### config.mk
export PLATFORM = sky130hd
export DESIGN_NAME = bus_arbiter
export DESIGN_NICKNAME = d
export VERILOG_FILES = /design/src/rtl/bus_arbiter.sv
export SDC_FILE = /design/constraint.sdc
export NUM_CORES = 1
export LEC_CHECK = 0
export CORE_AREA = 2 2 39 41
export DETAILED_ROUTE_END_ITERATION = 12
export DIE_AREA = 0 0 41 43
export HOLD_SLACK_MARGIN = 0.05
export PLACE_DENSITY = 0.71
export RECOVER_POWER = 50
export SLEW_MARGIN = 15
export SYNTH_ARGS = -nofsm -noshare
export SYNTH_HDL_FRONTEND = slang
export SYNTH_SLANG_ARGS = --single-unit
### constraint.sdc
create_clock -name C7M -period 1.7 [get_ports C7M]
set_clock_uncertainty 0.05 [all_clocks]
set_input_delay 0.34 -clock C7M [delete_from_list [all_inputs] [get_ports C7M]]
set_output_delay 0.34 -clock C7M [all_outputs]
set_load 0.1 [all_outputs]
### src/rtl/bus_arbiter.sv
// bus_arbiter
//   Arbitrates the local bus between the 68000 and a Zorro II DMA master
//   (A590/GVP style). The DMA request, the grant acknowledge and the CPU
//   bus grant are all asynchronous, so each one passes through a two-flop
//   synchroniser before the FSM uses it. All outputs are registered.
//
//   Optional feature: define ARB_GRANT_TIMEOUT_EN to enable the grant
//   watchdog. The watchdog abandons a grant that has not been
//   acknowledged after 16 cycles. The default build has no watchdog, and
//   in that build GRANT waits indefinitely.
//
// Ports
//   C7M         in   sole clock, rising edge
//   RESET_n     in   synchronous active-low reset
//   BR_MB_n     in   bus request from DMA master (async)
//   BGACK_MB_n  in   bus-grant-acknowledge from DMA master (async)
//   BG_CPU_n    in   bus grant from 68000 (async)
//   AS_CPU_n    in   CPU address strobe
//   BR_CPU_n    out  bus request to 68000
//   BG_MB_n     out  bus grant to DMA master
//   CPU_OWNER   out  high while the CPU owns the bus
//   DMA_ACTIVE  out  high while the DMA master owns the bus
//
// state   | meaning
// IDLE    | CPU owns bus, no request pending
// REQ     | requesting bus from CPU, waiting for BG
// GRANT   | grant passed to DMA master, waiting for BGACK and end of CPU cycle
// DMA     | DMA master owns the bus
// RELEASE | single handover cycle back to CPU
// BACKOFF | grant abandoned, waiting for request to drop
module bus_arbiter (
  input  logic C7M,
  input  logic RESET_n,
  input  logic BR_MB_n,
  input  logic BGACK_MB_n,
  input  logic BG_CPU_n,
  input  logic AS_CPU_n,
  output logic BR_CPU_n,
  output logic BG_MB_n,
  output logic CPU_OWNER,
  output logic DMA_ACTIVE
);

  typedef enum logic [2:0] {
    S_IDLE    = 3'd0,
    S_REQ     = 3'd1,
    S_GRANT   = 3'd2,
    S_DMA     = 3'd3,
    S_RELEASE = 3'd4,
    S_BACKOFF = 3'd5
  } state_t;

  state_t r_state;

  logic r_br_meta, r_br_s;
  logic r_bgack_meta, r_bgack_s;
  logic r_bg_meta, r_bg_s;

`ifdef ARB_GRANT_TIMEOUT_EN
  logic [3:0] r_grant_cnt;
`endif

  // Synchronisers reset to the inactive level (1). After reset, a request
  // therefore needs two fresh samples of BR_MB_n before IDLE can act on it.
  always_ff @(posedge C7M) begin
    if (!RESET_n) begin
      r_br_meta    <= 1'b1;
      r_br_s       <= 1'b1;
      r_bgack_meta <= 1'b1;
      r_bgack_s    <= 1'b1;
      r_bg_meta    <= 1'b1;
      r_bg_s       <= 1'b1;
    end else begin
      r_br_meta    <= BR_MB_n;
      r_br_s       <= r_br_meta;
      r_bgack_meta <= BGACK_MB_n;
      r_bgack_s    <= r_bgack_meta;
      r_bg_meta    <= BG_CPU_n;
      r_bg_s       <= r_bg_meta;
    end
  end

  // Outputs are updated on the same edge as the state change, so the
  // output value always matches the state being entered.
  always_ff @(posedge C7M) begin
    if (!RESET_n) begin
      r_state    <= S_IDLE;
      BR_CPU_n   <= 1'b1;
      BG_MB_n    <= 1'b1;
      CPU_OWNER  <= 1'b1;
      DMA_ACTIVE <= 1'b0;
`ifdef ARB_GRANT_TIMEOUT_EN
      r_grant_cnt <= 4'd0;
`endif
    end else begin
      case (r_state)
        S_IDLE: begin
          if (!r_br_s && !r_bgack_s) begin
            // A foreign master already holds the bus. Take it over
            // directly, without ever asking the CPU.
            r_state    <= S_DMA;
            CPU_OWNER  <= 1'b0;
            DMA_ACTIVE <= 1'b1;
          end else if (!r_br_s) begin
            r_state  <= S_REQ;
            BR_CPU_n <= 1'b0;
          end
        end

        S_REQ: begin
          if (r_br_s) begin
            r_state  <= S_IDLE;
            BR_CPU_n <= 1'b1;
          end else if (!r_bg_s) begin
            r_state <= S_GRANT;
            BG_MB_n <= 1'b0;
`ifdef ARB_GRANT_TIMEOUT_EN
            r_grant_cnt <= 4'd0;
`endif
          end
        end

        S_GRANT: begin
          // AS_CPU_n must be high as well, so a CPU cycle that is still
          // running completes before ownership changes.
          if (!r_bgack_s && AS_CPU_n) begin
            r_state    <= S_DMA;
            BR_CPU_n   <= 1'b1;
            BG_MB_n    <= 1'b1;
            CPU_OWNER  <= 1'b0;
            DMA_ACTIVE <= 1'b1;
          end else if (r_br_s && r_bgack_s) begin
            r_state  <= S_IDLE;
            BR_CPU_n <= 1'b1;
            BG_MB_n  <= 1'b1;
          end
`ifdef ARB_GRANT_TIMEOUT_EN
          else if (r_grant_cnt == 4'd15 && r_bgack_s) begin
            r_state  <= S_BACKOFF;
            BR_CPU_n <= 1'b1;
            BG_MB_n  <= 1'b1;
          end else if (r_grant_cnt != 4'd15) begin
            r_grant_cnt <= r_grant_cnt + 4'd1;
          end
`endif
        end

        S_DMA: begin
          if (r_bgack_s) begin
            r_state    <= S_RELEASE;
            CPU_OWNER  <= 1'b1;
            DMA_ACTIVE <= 1'b0;
          end
        end

        S_RELEASE: begin
          r_state <= S_IDLE;
        end

        S_BACKOFF: begin
          if (r_br_s) r_state <= S_IDLE;
        end

        default: begin
          r_state    <= S_IDLE;
          BR_CPU_n   <= 1'b1;
          BG_MB_n    <= 1'b1;
          CPU_OWNER  <= 1'b1;
          DMA_ACTIVE <= 1'b0;
        end
      endcase
    end
  end

endmodule

==> results_dict.tcl <==
set metrics [dict create \
    postSynthCellCount 66 \
    num-nets-final 84 \
    crit_required_ns 1.82 \
    final_util_pct 54.0 \
    clk_pin_slew_ns 0.09 \
    setup-tns-final_ns 0 \
    cts_setup_buffers 0 \
    cts_tree "built" \
    rsz0062_at_grt "no" \
    clock_latency_ns 0.27 \
    synth.mux.area_fraction_pct 9.96 \
    timing.max_cap.violations 0 \
    fraction_of_the_mapped_netlist_area_in_compound_gates_pct 16.7 \
    route.detailed.wl_per_inst_microns 12.0 \
    number_of_cells_on_the_worst_reg_to_reg_path 4 \
    static-leakage-power_nw 0.281 \
    cp-end-kind "flip-flop" \
    ys_ff_latch 13 \
    grt_pass1_vias 470 \
    post_route_cells_drive_above_1_share_pct 16.9 \
    initial_antenna_violation_count 0 \
    synth-seq-area-share_pct 42.3 \
    timing.fmax_mhz 660 \
    share_of_synthesized_cell_area_in_and_or_nand_and_nor_gates_pct 25.6 \
    post_synth_fa_ha_maj_area_fraction_pct 0 \
    postSynthAreaPerCell_sq_um 9.33 \
    synthesis.yosys.warnings 0 \
    total_global_routing_track_utilization_pct 16.6 \
    detail_route.wirelength.met1_microns 518 \
    initial_utilization_pct 44.5 \
    core_region_area_sq_um 1380 \
    stdcell_area_sq_um 747 \
    fp.dieW_microns 41 \
    worst_ep_arrival_time_ns 1.64 \
    ctsHoldBuffers 0 \
    ioPinCount 10 \
    met3RoutedLength_microns 60 \
    power-per-cell-area_nw_per_um2 929 \
    pwr-share-comb_pct 21.0 \
    routed_wl_mm 1.12 \
    drt-pass1-iter-count 4 \
    route.vias.total 487 \
    cp-start-kind "flip-flop" \
    slew_violations 0 \
    post_synth_instance_area_sq_um 616 \
    top_reg_by_flops "r_state" \
    outcome "finished clean" \
    synth_top_family_by_area "simple AND/OR/NAND/NOR gates" \
    postCtsResizedCells 0 \
    irDropWorstVdd_mv 0.501 \
    die_y_microns 43 \
    class_of_the_most_critical_hold_timing_path "reg2reg" \
    routed_via_density 5.24 \
    worstMarginPinSlew_ns 0.539 \
    cts.htree.levels 1 \
    cts.path.max_buffers 2 \
    critical_path.reg2reg.startpoint "r_state[1]$_SDFFE_PN0P_" \
    dp_hpwl_microns 822 \
    numCtsBuffers 3 \
    grt_pass1_wl_mm 1.99 \
    syn-num-nets 72 \
    worst_slew_margin_rel_pct 64.2 \
    regToRegSetupSlack_ns 0.19 \
    last_weighted_congestion_value_of_the_routability_driven_placer 0.798 \
    topRoutingLayerUsed "met4" \
    setup_violations 0 \
    crit-reg2reg-capture "CPU_OWNER$_SDFFE_PN1P_" \
    globalRoute.totalOverflow 0 \
    yosys.cell_types.count 27 \
    drt_iter0_drcs 7 \
    detail_route.drc_violations 0 \
    largest_register_ffs 3 \
    min_period_over_period_pct 89.1 \
    cts_root_buf "sky130_fd_sc_hd__clkbuf_4" \
    met2WireLength_microns 532 \
    power_w 0.000694 \
    sw_frac_of_total_pct 30.8 \
    pwr-share-seq_pct 51.1 \
    power.switching_w 0.000214 \
    yosys.area_share.xor_xnor_pct 0 \
    internal-power_w 0.000480 \
    cp-startpoint "r_state[1]$_SDFFE_PN0P_" \
    worst-setup-path-type "reg2reg" \
    area_delta_synth_final_pct 21.3 \
    die-area_sq_um 1760 \
    floorplan.rows 14 \
    portBuffers 9 \
    crit_fanout 10 \
    placedInstanceArea_sq_um 754 \
    n_antenna_cell 0 \
    timing.final.hold_violations 0 \
    clock_power_share_pct 27.9 \
    ant_nets 0 \
    final.min_clock_period_ns 1.51 \
    setup.worst_path.end "CPU_OWNER$_SDFFE_PN1P_" \
    grt_max_degree 11 \
    cts_sink_count 13 \
]
cells in the mapped netlist:
cell	instances	share of area, %
sky130_fd_sc_hd__nand2_1	8	4.9
sky130_fd_sc_hd__a21oi_1	3	2.4
sky130_fd_sc_hd__mux2_1	1	1.8
sky130_fd_sc_hd__inv_1	2	1.2
sky130_fd_sc_hd__nor2b_1	1	1.0
sky130_fd_sc_hd__or2_1	1	1.0
sky130_fd_sc_hd__buf_4	1	1.2
sky130_fd_sc_hd__o21ai_0	1	0.81
sky130_fd_sc_hd__mux2i_1	5	8.1
sky130_fd_sc_hd__nand3_1	2	1.6
sky130_fd_sc_hd__o21bai_1	1	1.2
sky130_fd_sc_hd__buf_6	1	1.8
sky130_fd_sc_hd__o211ai_2	1	2.0
sky130_fd_sc_hd__nor2_1	3	1.8
sky130_fd_sc_hd__o32ai_1	1	1.4
sky130_fd_sc_hd__clkbuf_1	2	1.2
sky130_fd_sc_hd__o21ai_1	1	0.81
sky130_fd_sc_hd__dfxtp_1	13	42
sky130_fd_sc_hd__a21o_1	1	1.2
sky130_fd_sc_hd__or2_2	1	1.0
sky130_fd_sc_hd__a21oi_2	1	1.4
sky130_fd_sc_hd__o22a_1	1	1.4
sky130_fd_sc_hd__nand2b_1	9	9.1
sky130_fd_sc_hd__nand3b_1	2	2.4
sky130_fd_sc_hd__o32ai_2	1	2.6
sky130_fd_sc_hd__a21boi_1	1	1.2
sky130_fd_sc_hd__nor3_4	1	2.6
cell type report:
type / count / area, sq um
clock buffers: 4 / 26.3
well taps: 16 / 20.0
inverters: 2 / 7.51
flip-flops and latches: 13 / 260
fillers: 136 / 637
repair buffers: 11 / 111
multi-input cells: 47 / 322
worst max-delay path, cell delays in order (launching register included):
cell and delay (ns):
sky130_fd_sc_hd__dfxtp_1 0.44, sky130_fd_sc_hd__nor3_4 0.27, sky130_fd_sc_hd__a21oi_2 0.05, sky130_fd_sc_hd__o32ai_2 0.26
sky130_fd_sc_hd__mux2_1 0.34
cells by family after synthesis:
family          count (synthesis)
buf+inv                         6
compound gates                 13
mux                             6
flops                          13
simple gates                   28
how the worst min path moves through the flow:
stage | start | endpoint | slack [ns] | cells after the start
4_1_cts | r_bg_meta$_SDFF_PN1_ | r_bg_s$_SDFF_PN1_ | 0.37 | 1
3_5_place_dp | r_bg_meta$_SDFF_PN1_ | r_bg_s$_SDFF_PN1_ | 0.35 | 1
2_1_floorplan | r_bg_meta$_SDFF_PN1_ | r_bg_s$_SDFF_PN1_ | 0.34 | 1
3_3_place_gp | r_bgack_meta$_SDFF_PN1_ | r_bgack_s$_SDFF_PN1_ | 0.34 | 1
5_1_grt | r_bg_meta$_SDFF_PN1_ | r_bg_s$_SDFF_PN1_ | 0.38 | 1
6_report | r_bg_meta$_SDFF_PN1_ | r_bg_s$_SDFF_PN1_ | 0.37 | 1
placed cells by master, fill, tap and decap left out:
cell type and count:
sky130_fd_sc_hd__mux2_1 1, sky130_fd_sc_hd__mux2i_1 5, sky130_fd_sc_hd__o22a_1 1, sky130_fd_sc_hd__buf_4 1, sky130_fd_sc_hd__clkdlybuf4s50_1 4, sky130_fd_sc_hd__a21oi_1 3
sky130_fd_sc_hd__o21ai_1 1, sky130_fd_sc_hd__nand2b_1 9, sky130_fd_sc_hd__nand3_1 2, sky130_fd_sc_hd__a21o_1 1, sky130_fd_sc_hd__a21oi_2 1, sky130_fd_sc_hd__inv_1 2
sky130_fd_sc_hd__nor2b_1 1, sky130_fd_sc_hd__dlygate4sd3_1 1, sky130_fd_sc_hd__clkbuf_1 2, sky130_fd_sc_hd__nand2_1 8, sky130_fd_sc_hd__a21boi_1 1, sky130_fd_sc_hd__clkbuf_4 3
sky130_fd_sc_hd__nor2_1 3, sky130_fd_sc_hd__buf_12 2, sky130_fd_sc_hd__or2_2 1, sky130_fd_sc_hd__clkbuf_2 2, sky130_fd_sc_hd__dfxtp_1 13, sky130_fd_sc_hd__o32ai_1 1
sky130_fd_sc_hd__o32ai_2 1, sky130_fd_sc_hd__o211ai_2 1, sky130_fd_sc_hd__nand3b_1 2, sky130_fd_sc_hd__or2_1 1, sky130_fd_sc_hd__o21bai_1 1, sky130_fd_sc_hd__o21ai_0 1
sky130_fd_sc_hd__nor3_4 1
power groups by stage:
stage | sequential (W) | clock, W | combinational [W]
final | 0.000355 | 0.000194 | 0.000146
after global routing | 0.000359 | 0.000212 | 0.000161
after CTS | 0.000355 | 0.000196 | 0.000151
after detailed placement | 0.000362 | 0 | 0.000150
after global placement | 0.000362 | 0 | 0.000146
after floorplan | 0.000362 | 0 | 0.000105
stage by stage:
step / hold WS, ns / setup slack, ns / instances
global placement: 0.339 / 0.0186 / 89
floorplan: 0.336 / 0.274 / 66
CTS: 0.374 / 0.180 / 93
detailed placement: 0.354 / -0.00620 / 89
finish: 0.369 / 0.185 / 93
global route: 0.384 / 0.115 / 93
layer usage:
| layer | GRT usage, % | vias to the layer above |
|---|---|---|
| li1 | - | 247 |
| met1 | 22.0 | 226 |
| met2 | 23.8 | 12 |
| met3 | 4.71 | 2 |
| met4 | 8.00 | 0 |
| met5 | 0 | - |
Note: power is estimated with default switching activity, not from simulation.
